File: config.mk
export PLATFORM = sky130hd
export DESIGN_NAME = bcd_to_bin_seq
export DESIGN_NICKNAME = d
export VERILOG_FILES = /design/src/rtl/bcd_to_bin_pkg.sv /design/src/rtl/bcd_to_bin_seq_adj.sv /design/src/rtl/bcd_to_bin_seq.sv
export SDC_FILE = /design/constraint.sdc
export NUM_CORES = 1
export LEC_CHECK = 0
export ABC_AREA = 1
export CAP_MARGIN = 10
export CORE_UTILIZATION = 47
export DETAILED_ROUTE_END_ITERATION = 10
export HOLD_SLACK_MARGIN = 0.1
export PLACE_DENSITY = 0.74
export SYNTH_ARGS = -nofsm -noshare
export SYNTH_HDL_FRONTEND = slang
export SYNTH_SLANG_ARGS = --single-unit
File: constraint.sdc
create_clock -name clk_i -period 1.2 [get_ports clk_i]
set_input_delay 0.24 -clock clk_i [delete_from_list [all_inputs] [get_ports clk_i]]
set_output_delay 0.24 -clock clk_i [all_outputs]
set_load 0.05 [all_outputs]
File: src/rtl/bcd_to_bin_pkg.sv
// Shared types and constants for the sequential BCD-to-binary converter.
package bcd_to_bin_pkg;

  typedef enum logic [1:0] {
    S_IDLE = 2'd0,
    S_LOAD = 2'd1,
    S_CONV = 2'd2,
    S_DONE = 2'd3
  } state_e;

  localparam int DIGIT_W = 4;
  localparam logic [DIGIT_W-1:0] ADJ_THRESH = 4'd8;
  localparam logic [DIGIT_W-1:0] ADJ_SUB    = 4'd3;
  localparam logic [DIGIT_W-1:0] DIGIT_MAX  = 4'd9;

  function automatic int clog2(input int v);
    int r;
    r = 0;
    for (int i = 0; i < 31; i++) begin
      if ((1 << i) < v) r = i + 1;
    end
    return r;
  endfunction

endpackage

File: src/rtl/bcd_to_bin_seq_adj.sv
// Per-digit correction applied after each right shift: a digit >= 8 loses 3.
module bcd_digit_adj
  import bcd_to_bin_pkg::*;
(
  input  logic [DIGIT_W-1:0] digit_i,
  output logic [DIGIT_W-1:0] digit_o
);

  assign digit_o = (digit_i >= ADJ_THRESH) ? (digit_i - ADJ_SUB) : digit_i;

endmodule

File: src/rtl/bcd_to_bin_seq.sv
// Sequential packed-BCD to binary converter (reverse double-dabble).
// Optional input digit range check is enabled by defining BCD_TO_BIN_CHECK_EN.
//
// state  | meaning
// S_IDLE | waiting for start; bin/err hold last result
// S_LOAD | operand captured; digit check runs here
// S_CONV | one shift-and-adjust per cycle, BIN_W cycles
// S_DONE | one-cycle done pulse
module bcd_to_bin_seq
  import bcd_to_bin_pkg::*;
#(
  parameter int DIGITS = 2,
  parameter int BIN_W  = 7
) (
  input  logic                    clk_i,
  input  logic                    rst_n_i,
  input  logic                    start_i,
  input  logic [DIGIT_W*DIGITS-1:0] bcd_i,
  output logic                    busy_o,
  output logic                    done_o,
  output logic [BIN_W-1:0]        bin_o,
  output logic                    err_o
);

  localparam int BCD_W = DIGIT_W * DIGITS;
  localparam int SR_W  = BCD_W + BIN_W;
  localparam int CNT_W = clog2(BIN_W + 1);
  localparam logic [CNT_W-1:0] CNT_LAST = CNT_W'(BIN_W - 1);

  state_e           state_q, state_d;
  logic [SR_W-1:0]  sr_q, sr_d;
  logic [CNT_W-1:0] cnt_q, cnt_d;
  logic [BIN_W-1:0] bin_q, bin_d;
  logic             err_q, err_d;

  logic [SR_W-1:0]  shifted;
  logic [BCD_W-1:0] adj_bcd;
  logic [SR_W-1:0]  sr_conv;
  logic             digit_bad;

  // Bits leaving the BCD LSB fall straight into the binary MSB.
  assign shifted = {1'b0, sr_q[SR_W-1:1]};

  genvar g;
  for (g = 0; g < DIGITS; g++) begin : g_adj
    bcd_digit_adj u_adj (
      .digit_i (shifted[BIN_W + g*DIGIT_W +: DIGIT_W]),
      .digit_o (adj_bcd[g*DIGIT_W +: DIGIT_W])
    );
  end

  assign sr_conv = {adj_bcd, shifted[BIN_W-1:0]};

`ifdef BCD_TO_BIN_CHECK_EN
  always_comb begin
    digit_bad = 1'b0;
    for (int d = 0; d < DIGITS; d++) begin
      if (sr_q[BIN_W + d*DIGIT_W +: DIGIT_W] > DIGIT_MAX) digit_bad = 1'b1;
    end
  end
`else
  assign digit_bad = 1'b0;
`endif

  always_comb begin
    state_d = state_q;
    sr_d    = sr_q;
    cnt_d   = cnt_q;
    bin_d   = bin_q;
    err_d   = err_q;
    case (state_q)
      S_IDLE: begin
        if (start_i) begin
          sr_d    = {bcd_i, {BIN_W{1'b0}}};
          err_d   = 1'b0;
          cnt_d   = '0;
          state_d = S_LOAD;
        end
      end
      S_LOAD: begin
        if (digit_bad) begin
          err_d   = 1'b1;
          bin_d   = '0;
          state_d = S_DONE;
        end else begin
          cnt_d   = '0;
          state_d = S_CONV;
        end
      end
      S_CONV: begin
        sr_d  = sr_conv;
        cnt_d = cnt_q + CNT_W'(1);
        if (cnt_q == CNT_LAST) begin
          bin_d   = sr_conv[BIN_W-1:0];
          state_d = S_DONE;
        end
      end
      S_DONE: state_d = S_IDLE;
      default: state_d = S_IDLE;
    endcase
  end

  always_ff @(posedge clk_i or negedge rst_n_i) begin
    if (!rst_n_i) begin
      state_q <= S_IDLE;
      sr_q    <= '0;
      cnt_q   <= '0;
      bin_q   <= '0;
      err_q   <= 1'b0;
    end else begin
      state_q <= state_d;
      sr_q    <= sr_d;
      cnt_q   <= cnt_d;
      bin_q   <= bin_d;
      err_q   <= err_d;
    end
  end

  assign busy_o = (state_q == S_LOAD) || (state_q == S_CONV);
  assign done_o = (state_q == S_DONE);
  assign bin_o  = bin_q;
  assign err_o  = err_q;

endmodule

==> results.json, run 1 <==
{
  "hp-class": "input port to asynchronous set/reset pin",
  "synth_nets": 181,
  "final.setup.tns_ns": -5.87,
  "power_density_mw_per_mm2": 2510,
  "synthArstFlopShare_pct": 100,
  "synth_edf_count": 0,
  "crit_chain": "inv_2 -> ha_4 -> buf_6 -> buf_12",
  "drc_errors": 0,
  "layout.nets": 224,
  "ys.flop_type": "dfrtp_1",
  "yosysWarnings": 0,
  "clkLatencyLatePin_ns": 0.32,
  "critical_path.startpoint": "state_q[0]$_DFFE_PN0P_",
  "die_area_sq_mm": 0.00302,
  "vias": 1203,
  "synth_area_leaders": "dfrtp_1 49%, nand2_1 15%, o21ai_0 8.3%",
  "power_leakage_nw": 0.953,
  "arrival_ns": 1.28,
  "yosys.area.top_type": "dfrtp_1",
  "track_usage_pct": 23.9,
  "drv_slew": 0,
  "rsz0062_at_grt": "yes",
  "synth_area_per_cell_sq_um": 8.10,
  "drtAntennaViolNets": 0,
  "hold_viol_final": 0,
  "clk_pin_slew_worst_paths_ns": 0.14,
  "finalInstanceArea_sq_mm": 0.00202,
  "synth_top_area_share_pct": 49.3,
  "cp.buffers_inverters": 3,
  "drv_cap": 0,
  "finalSetupViolCount": 28,
  "ys_ff_latch": 26,
  "cts_buffer_depth": 2,
  "ys_seq_area_share_pct": 49.3,
  "clock-root-buffer": "clkbuf_4",
  "yosysMostFrequentCell": "nand2_1",
  "nFillCells": 160,
  "synth_xor_area_share_pct": 0.664,
  "overflow": 0,
  "min_period_over_period_pct": 127,
  "wire_per_inst_microns": 13.6,
  "final_util_pct": 78.7,
  "die_x_microns": 55.0,
  "fin_crit_ns": 1.52,
  "crit_slowest_cell": "dfrtp_1",
  "fmax_mhz": 659,
  "drt-pass1-iter-count": 4,
  "drt_iter0_drc": 24,
  "vdd_drop_max_mv": 3.29,
  "synth_common_cells": "53 x nand2_1, 26 x dfrtp_1, 23 x inv_1, 22 x o21ai_0, 10 x nand3_1",
  "place_ws_ns": -0.143,
  "grt_antenna_before_repair": 0,
  "violations": "setup timing",
  "muxShareOfSynthArea_pct": 0,
  "regToRegStartpoint": "state_q[0]$_DFFE_PN0P_",
  "crit_family": "flip-flops",
  "crit_required_ns": 0.96,
  "dpl.hpwl_microns": 1890,
  "antenna_cells": 0,
  "wl_microns": 3200,
  "fin_ws_ns": -0.319,
  "start_kind": "register",
  "die_h_microns": 55.0,
  "synth_compound_area_share_pct": 11.2,
  "ys_types": 18,
  "start_util_pct": 51.4,
  "placed_cell_area_sq_mm": 0.00176,
  "grt_pass1_wl_microns": 5090,
  "gp_congestion": 0.778,
  "top_level_ports": 21,
  "status": "finished, violations left",
  "crit_type": "register to primary output",
  "rows": 18,
  "clock_skew_ns": 0.00653,
  "cts_max_level": 1,
  "cts_num_sinks": 26,
  "syn2layout_area_growth_pct": 53.0,
  "viasPerCell": 5.12,
  "synthAdderAreaFrac_pct": 6.64,
  "seqCellArea_sq_um": 651,
  "synth-simple-area-share_pct": 22.2,
  "layout-drive-gt1-share_pct": 29.8,
  "numCtsBuffers": 3,
  "slowest_delay_ns": 0.42,
  "core-area_sq_mm": 0.00257,
  "crit_path_end_kind": "primary output",
  "syn-instance-count": 163,
  "cts_tree": "built",
  "place.port_buffers": 19,
  "synth_top_family_by_area": "simple AND/OR/NAND/NOR gates",
  "grt_max_degree": 27,
  "grt_pass1_vias": 1124,
  "critPathMaxFanout": 2,
  "syn-cell-area_sq_mm": 0.00132,
  "multiInputGateArea_sq_um": 666
}
-- area by class of cell --
class,count,share of cell area [%]
multi-input cells,109,33.0
flip-flops and latches,26,32.2
repair buffers,42,26.2
inverters,24,4.96
well taps,30,1.86
clock buffers,4,1.80
-- cells in the final DEF, fill, tap and decap left out, types with 8 or more instances in the layout --
cell             synthesis  final
buf_12                   0     11
buf_4                    2     11
buf_6                    1      9
clkdlybuf4s50_1          0     10
dfrtp_1                 26     26
inv_1                   23     20
nand2_1                 53     43
nand2_2                  0      8
nand3_1                 10      9
o21ai_1                  0     16
-- worst paths after layout --
| kind | to | slack (ns) | cells after the start |
|---|---|---|---|
| setup / recovery | busy_o | -0.32 | 4 |
| max in group asynchronous | cnt_q[2]$_DFFE_PN0P_ | 0.79 | 2 |
| hold / removal | bin_o[0]$_DFFE_PN0P_ | 0.26 | 2 |
| hold reg to reg | sr_q[13]$_DFFE_PN0P_ | 0.52 | 2 |
| setup reg to reg | bin_o[4]$_DFFE_PN0P_ | -0.26 | 8 |
| min in group clk_i | sr_q[14]$_DFFE_PN0P_ | 0.47 | 3 |
-- metal layers --
layer	routed length (microns)	global-route usage, %	up-vias
met2	1660	37.8	27
met5	0	0	-
met1	1430	32.0	584
met4	13	10.8	0
met3	97	3.83	2
li1	-	-	590
-- flip-flops by register name (all words and copies together), names as in the netlist --
register	cells
bin_o	7
state_q	2
sr_q	14
cnt_q	3
-- power breakdown --
| group | switching (mW) | internal (mW) |
|---|---|---|
| Clock | 0.262 | 0.185 |
| Combinational | 1.67 | 1.59 |
| Sequential | 0.219 | 1.15 |
| Total | 2.16 | 2.92 |
-- logic make-up (layout without fill, tap and decap cells) --
group / count (synthesis) / in the layout
other: 1 / 1
adder cells (fa/ha/maj): 7 / 7
buffers and inverters: 29 / 70
XOR/XNOR: 1 / 1
AND/OR/NAND/NOR: 72 / 73
flip-flops: 26 / 26
AO/OA/AOI/OAI: 27 / 27
-- repair_timing --
item / 4_1_cts / 5_1_grt
setup endpoints to repair: 27 / 28
resized for setup: 28 / 15
hold buffers: 0 / 0
hold endpoints to repair: 0 / 0
cloned: 3 / 0
pin swaps: 9 / 4
setup buffers: 7 / 2
-- through the flow --
stage | total power, mW | std cells | hold slack (ns)
after floorplan | 2.94 | 163 | -0.0556
after global placement | 3.64 | 219 | 0.458
after detailed placement | 3.73 | 219 | 0.470
after CTS | 4.87 | 233 | 0.258
after global routing | 5.41 | 235 | 0.256
final | 5.07 | 235 | 0.259
(Power assumes the default switching activity.)
==> inputs of run 2 (changes only) <==
--- a/config.mk
+++ b/config.mk
@@ -7,10 +7,11 @@
 export LEC_CHECK = 0
 export ABC_AREA = 1
 export CAP_MARGIN = 10
-export CORE_UTILIZATION = 47
+export CORE_UTILIZATION = 48
 export DETAILED_ROUTE_END_ITERATION = 10
 export HOLD_SLACK_MARGIN = 0.1
 export PLACE_DENSITY = 0.74
 export SYNTH_ARGS = -nofsm -noshare
 export SYNTH_HDL_FRONTEND = slang
+export SYNTH_HIERARCHICAL = 1
 export SYNTH_SLANG_ARGS = --single-unit
==> run 2 against run 1 <==
Against the previous run: the flow still finishes with violations (setup timing); flip-flop and latch count did not move; synthesized cell count rose by 16%; register-to-register slack better by 0.07 ns; final cell count rose by 13%; utilization is 3.2 points higher; first-iteration DRC count grew 88%; critical path type unchanged; clock skew shrank 0.0027 ns; global-route usage grew 3.2 points; largest power group unchanged.
==> results.json, run 2 <==
{
  "ys_ff_latch": 26,
  "clk_pin_slew_worst_paths_ns": 0.15,
  "power_leakage_nw": 1.15,
  "viasPerCell": 5.17,
  "nFillCells": 175,
  "wl_microns": 4130,
  "synth_top_area_share_pct": 43.5,
  "synth_common_cells": "70 x nand2_1, 34 x inv_1, 26 x dfrtp_1, 14 x o21ai_0, 12 x nand3_1",
  "grt_pass1_wl_microns": 6830,
  "p_seq_share_pct": 24.6,
  "layout.nets": 255,
  "overflow": 0,
  "finalSetupViolCount": 28,
  "fin_crit_ns": 1.47,
  "synth-simple-area-share_pct": 24.3,
  "hold-worst-slack_ns": 0.242,
  "core-area_sq_mm": 0.00285,
  "syn2layout_area_growth_pct": 56.2,
  "syn-instance-count": 189,
  "yosysMostFrequentCell": "nand2_1",
  "gr-usage-met3_pct": 2.68,
  "crit_required_ns": 0.96,
  "top_level_ports": 21,
  "status": "finished, violations left",
  "yosysWarnings": 6,
  "rsz0062_at_grt": "yes",
  "synth_area_per_cell_sq_um": 7.91,
  "regMostFlops": "sr_q",
  "gp_congestion": 0.722,
  "numCtsBuffers": 3,
  "critPathMaxFanout": 2,
  "syn-cell-area_sq_mm": 0.00150,
  "clockPowerShare_pct": 10.6,
  "ys_seq_area_share_pct": 43.5,
  "cts_tree": "built",
  "synth_xor_area_share_pct": 1.17,
  "rows": 19,
  "crit_path_end_kind": "primary output",
  "grt_antenna_before_repair": 0,
  "place_ws_ns": -0.120,
  "met1_usage_pct": 34.2,
  "multiInputGateArea_sq_um": 913,
  "synthAdderAreaFrac_pct": 7.53,
  "cts_num_sinks": 26,
  "min_period_over_period_pct": 122,
  "start_util_pct": 52.4,
  "gr-usage-met2_pct": 48.6,
  "dpl.hpwl_microns": 2340,
  "top_usage_layer": "met2",
  "ys.flop_type": "dfrtp_1",
  "vias": 1369,
  "vdd_drop_max_mv": 1.35,
  "drv_cap": 0,
  "die_x_microns": 57.8,
  "cts_max_level": 1,
  "grt_max_degree": 27,
  "cts_buffer_depth": 2,
  "place.port_buffers": 19,
  "seqCellArea_sq_um": 652,
  "drt_iter0_drc": 45,
  "hp-class": "input port to asynchronous set/reset pin",
  "synth_area_leaders": "dfrtp_1 44%, nand2_1 18%, inv_1 8.5%",
  "synth_top_family_by_area": "simple AND/OR/NAND/NOR gates",
  "p_switching_mw": 2.60,
  "power.internal_mw": 3.27,
  "start_kind": "register",
  "layout_common_cells": "50 x nand2_1, 29 x inv_1, 25 x dfrtp_1",
  "muxShareOfSynthArea_pct": 0,
  "synthArstFlopShare_pct": 100,
  "synth_edf_count": 0,
  "largest_reg_flops": 14,
  "clock-root-buffer": "clkbuf_4",
  "drv_slew": 0,
  "drt-pass1-iter-count": 4,
  "synth_compound_area_share_pct": 10.5,
  "track_usage_pct": 27.1,
  "fmax_mhz": 681,
  "clkLatencyLatePin_ns": 0.33,
  "cts_hold_buf": 0,
  "violations": "setup timing",
  "crit_type": "register to primary output",
  "arrival_ns": 1.23,
  "wire_per_inst_microns": 15.6,
  "layout_commonest_cell": "nand2_1",
  "hold_viol_final": 0,
  "clock_skew_ns": 0.00384,
  "layout-drive-gt1-share_pct": 38.5,
  "ys_types": 16,
  "pwr-share-comb_pct": 64.8,
  "fin_ws_ns": -0.268,
  "grt_pass1_vias": 1441,
  "die_area_sq_mm": 0.00334,
  "die_h_microns": 57.8,
  "power_density_mw_per_mm2": 2510,
  "p_sw_share_pct": 44.3,
  "drc_errors": 0,
  "yosys.area.top_type": "dfrtp_1",
  "antenna_cells": 0,
  "drtAntennaViolNets": 0
}
[run 2: layout make-up]
type	instances	area share, %
Clock buffer	3	0.965
Tap cell	31	1.66
Inverter	35	5.84
Timing Repair Buffer	40	23.2
Sequential cell	26	27.9
Clock inverter	1	1.29
Multi-Input combinational cell	129	39.1
[run 2: critical path, stage by stage (launching register included)]
cell     delay (ns)
dfrtp_1        0.43
inv_2          0.10
ha_4           0.22
buf_12         0.15
[run 2: cell families (layout without fill, tap and decap cells)]
logic type / after synthesis / count (layout)
AO/OA/AOI/OAI: 25 / 25
other: 1 / 7
buffers and inverters: 41 / 79
adder cells (fa/ha/maj): 9 / 9
AND/OR/NAND/NOR: 85 / 86
flip-flops: 26 / 26
XOR/XNOR: 2 / 2
[run 2: final timing paths]
check,start,end,slack (ns),depth (start not counted)
setup / recovery,state_q[0]$_DFFE_PN0P_,busy_o,-0.27,3
hold / removal,rst_n_i,sr_q[9]$_DFFE_PN0P_,0.24,2
setup reg to reg,state_q[1]$_DFFE_PN0P_,sr_q[10]$_DFFE_PN0P_,-0.19,7
hold reg to reg,cnt_q[0]$_DFFE_PN0P_,cnt_q[0]$_DFFE_PN0P_,0.56,2
max in group asynchronous,rst_n_i,state_q[1]$_DFFE_PN0P_,0.80,2
min in group clk_i,bcd_i[4],sr_q[11]$_DFFE_PN0P_,0.52,5
[run 2: through the flow]
stage | TNS (ns) | instances | area, sq um | power, mW | utilization [%]
floorplan | -0.0428 | 195 | 1560 | 3.07 | -
global placement | -1.09 | 249 | 1930 | 3.77 | 67.5
detailed placement | -1.46 | 249 | 1930 | 3.93 | 67.5
CTS | -2.77 | 259 | 2220 | 5.39 | 77.7
global route | -5.41 | 265 | 2330 | 6.23 | 81.8
finish | -4.08 | 265 | 2330 | 5.87 | 81.8
[run 2: layer usage]
layer / routed length, microns / share of wire, % / vias to the layer above
met1: 1670 / 40 / 655
met3: 156 / 3.8 / 16
li1: - / - / 657
met5: 0 / 0 / -
met4: 123 / 3.0 / 0
met2: 2180 / 53 / 41
[run 2: repair_timing]
action | in CTS | in global routing
gates resized for setup | 53 | 18
setup buffers | 4 | 6
pin swaps | 13 | 5
endpoints found under the setup margin | 24 | 35
cloned | 2 | 0
hold endpoints to repair | 0 | 0
[run 2: power by group through the flow]
stage | combinational, mW | sequential (mW) | clock [mW]
after CTS | 3.35 | 1.42 | 0.618
final | 3.81 | 1.44 | 0.621
after detailed placement | 2.50 | 1.42 | 0
after global routing | 4.09 | 1.48 | 0.656
after floorplan | 1.70 | 1.38 | 0
after global placement | 2.36 | 1.41 | 0
==> inputs of run 3 (changes only) <==
--- a/config.mk
+++ b/config.mk
@@ -7,11 +7,10 @@
 export LEC_CHECK = 0
 export ABC_AREA = 1
 export CAP_MARGIN = 10
-export CORE_UTILIZATION = 48
+export CORE_UTILIZATION = 47
 export DETAILED_ROUTE_END_ITERATION = 10
 export HOLD_SLACK_MARGIN = 0.1
 export PLACE_DENSITY = 0.74
 export SYNTH_ARGS = -nofsm -noshare
 export SYNTH_HDL_FRONTEND = slang
-export SYNTH_HIERARCHICAL = 1
 export SYNTH_SLANG_ARGS = --single-unit
==> results of run 3 <==
Same layout as run 1: the final DEF is identical, and so are final timing and power.
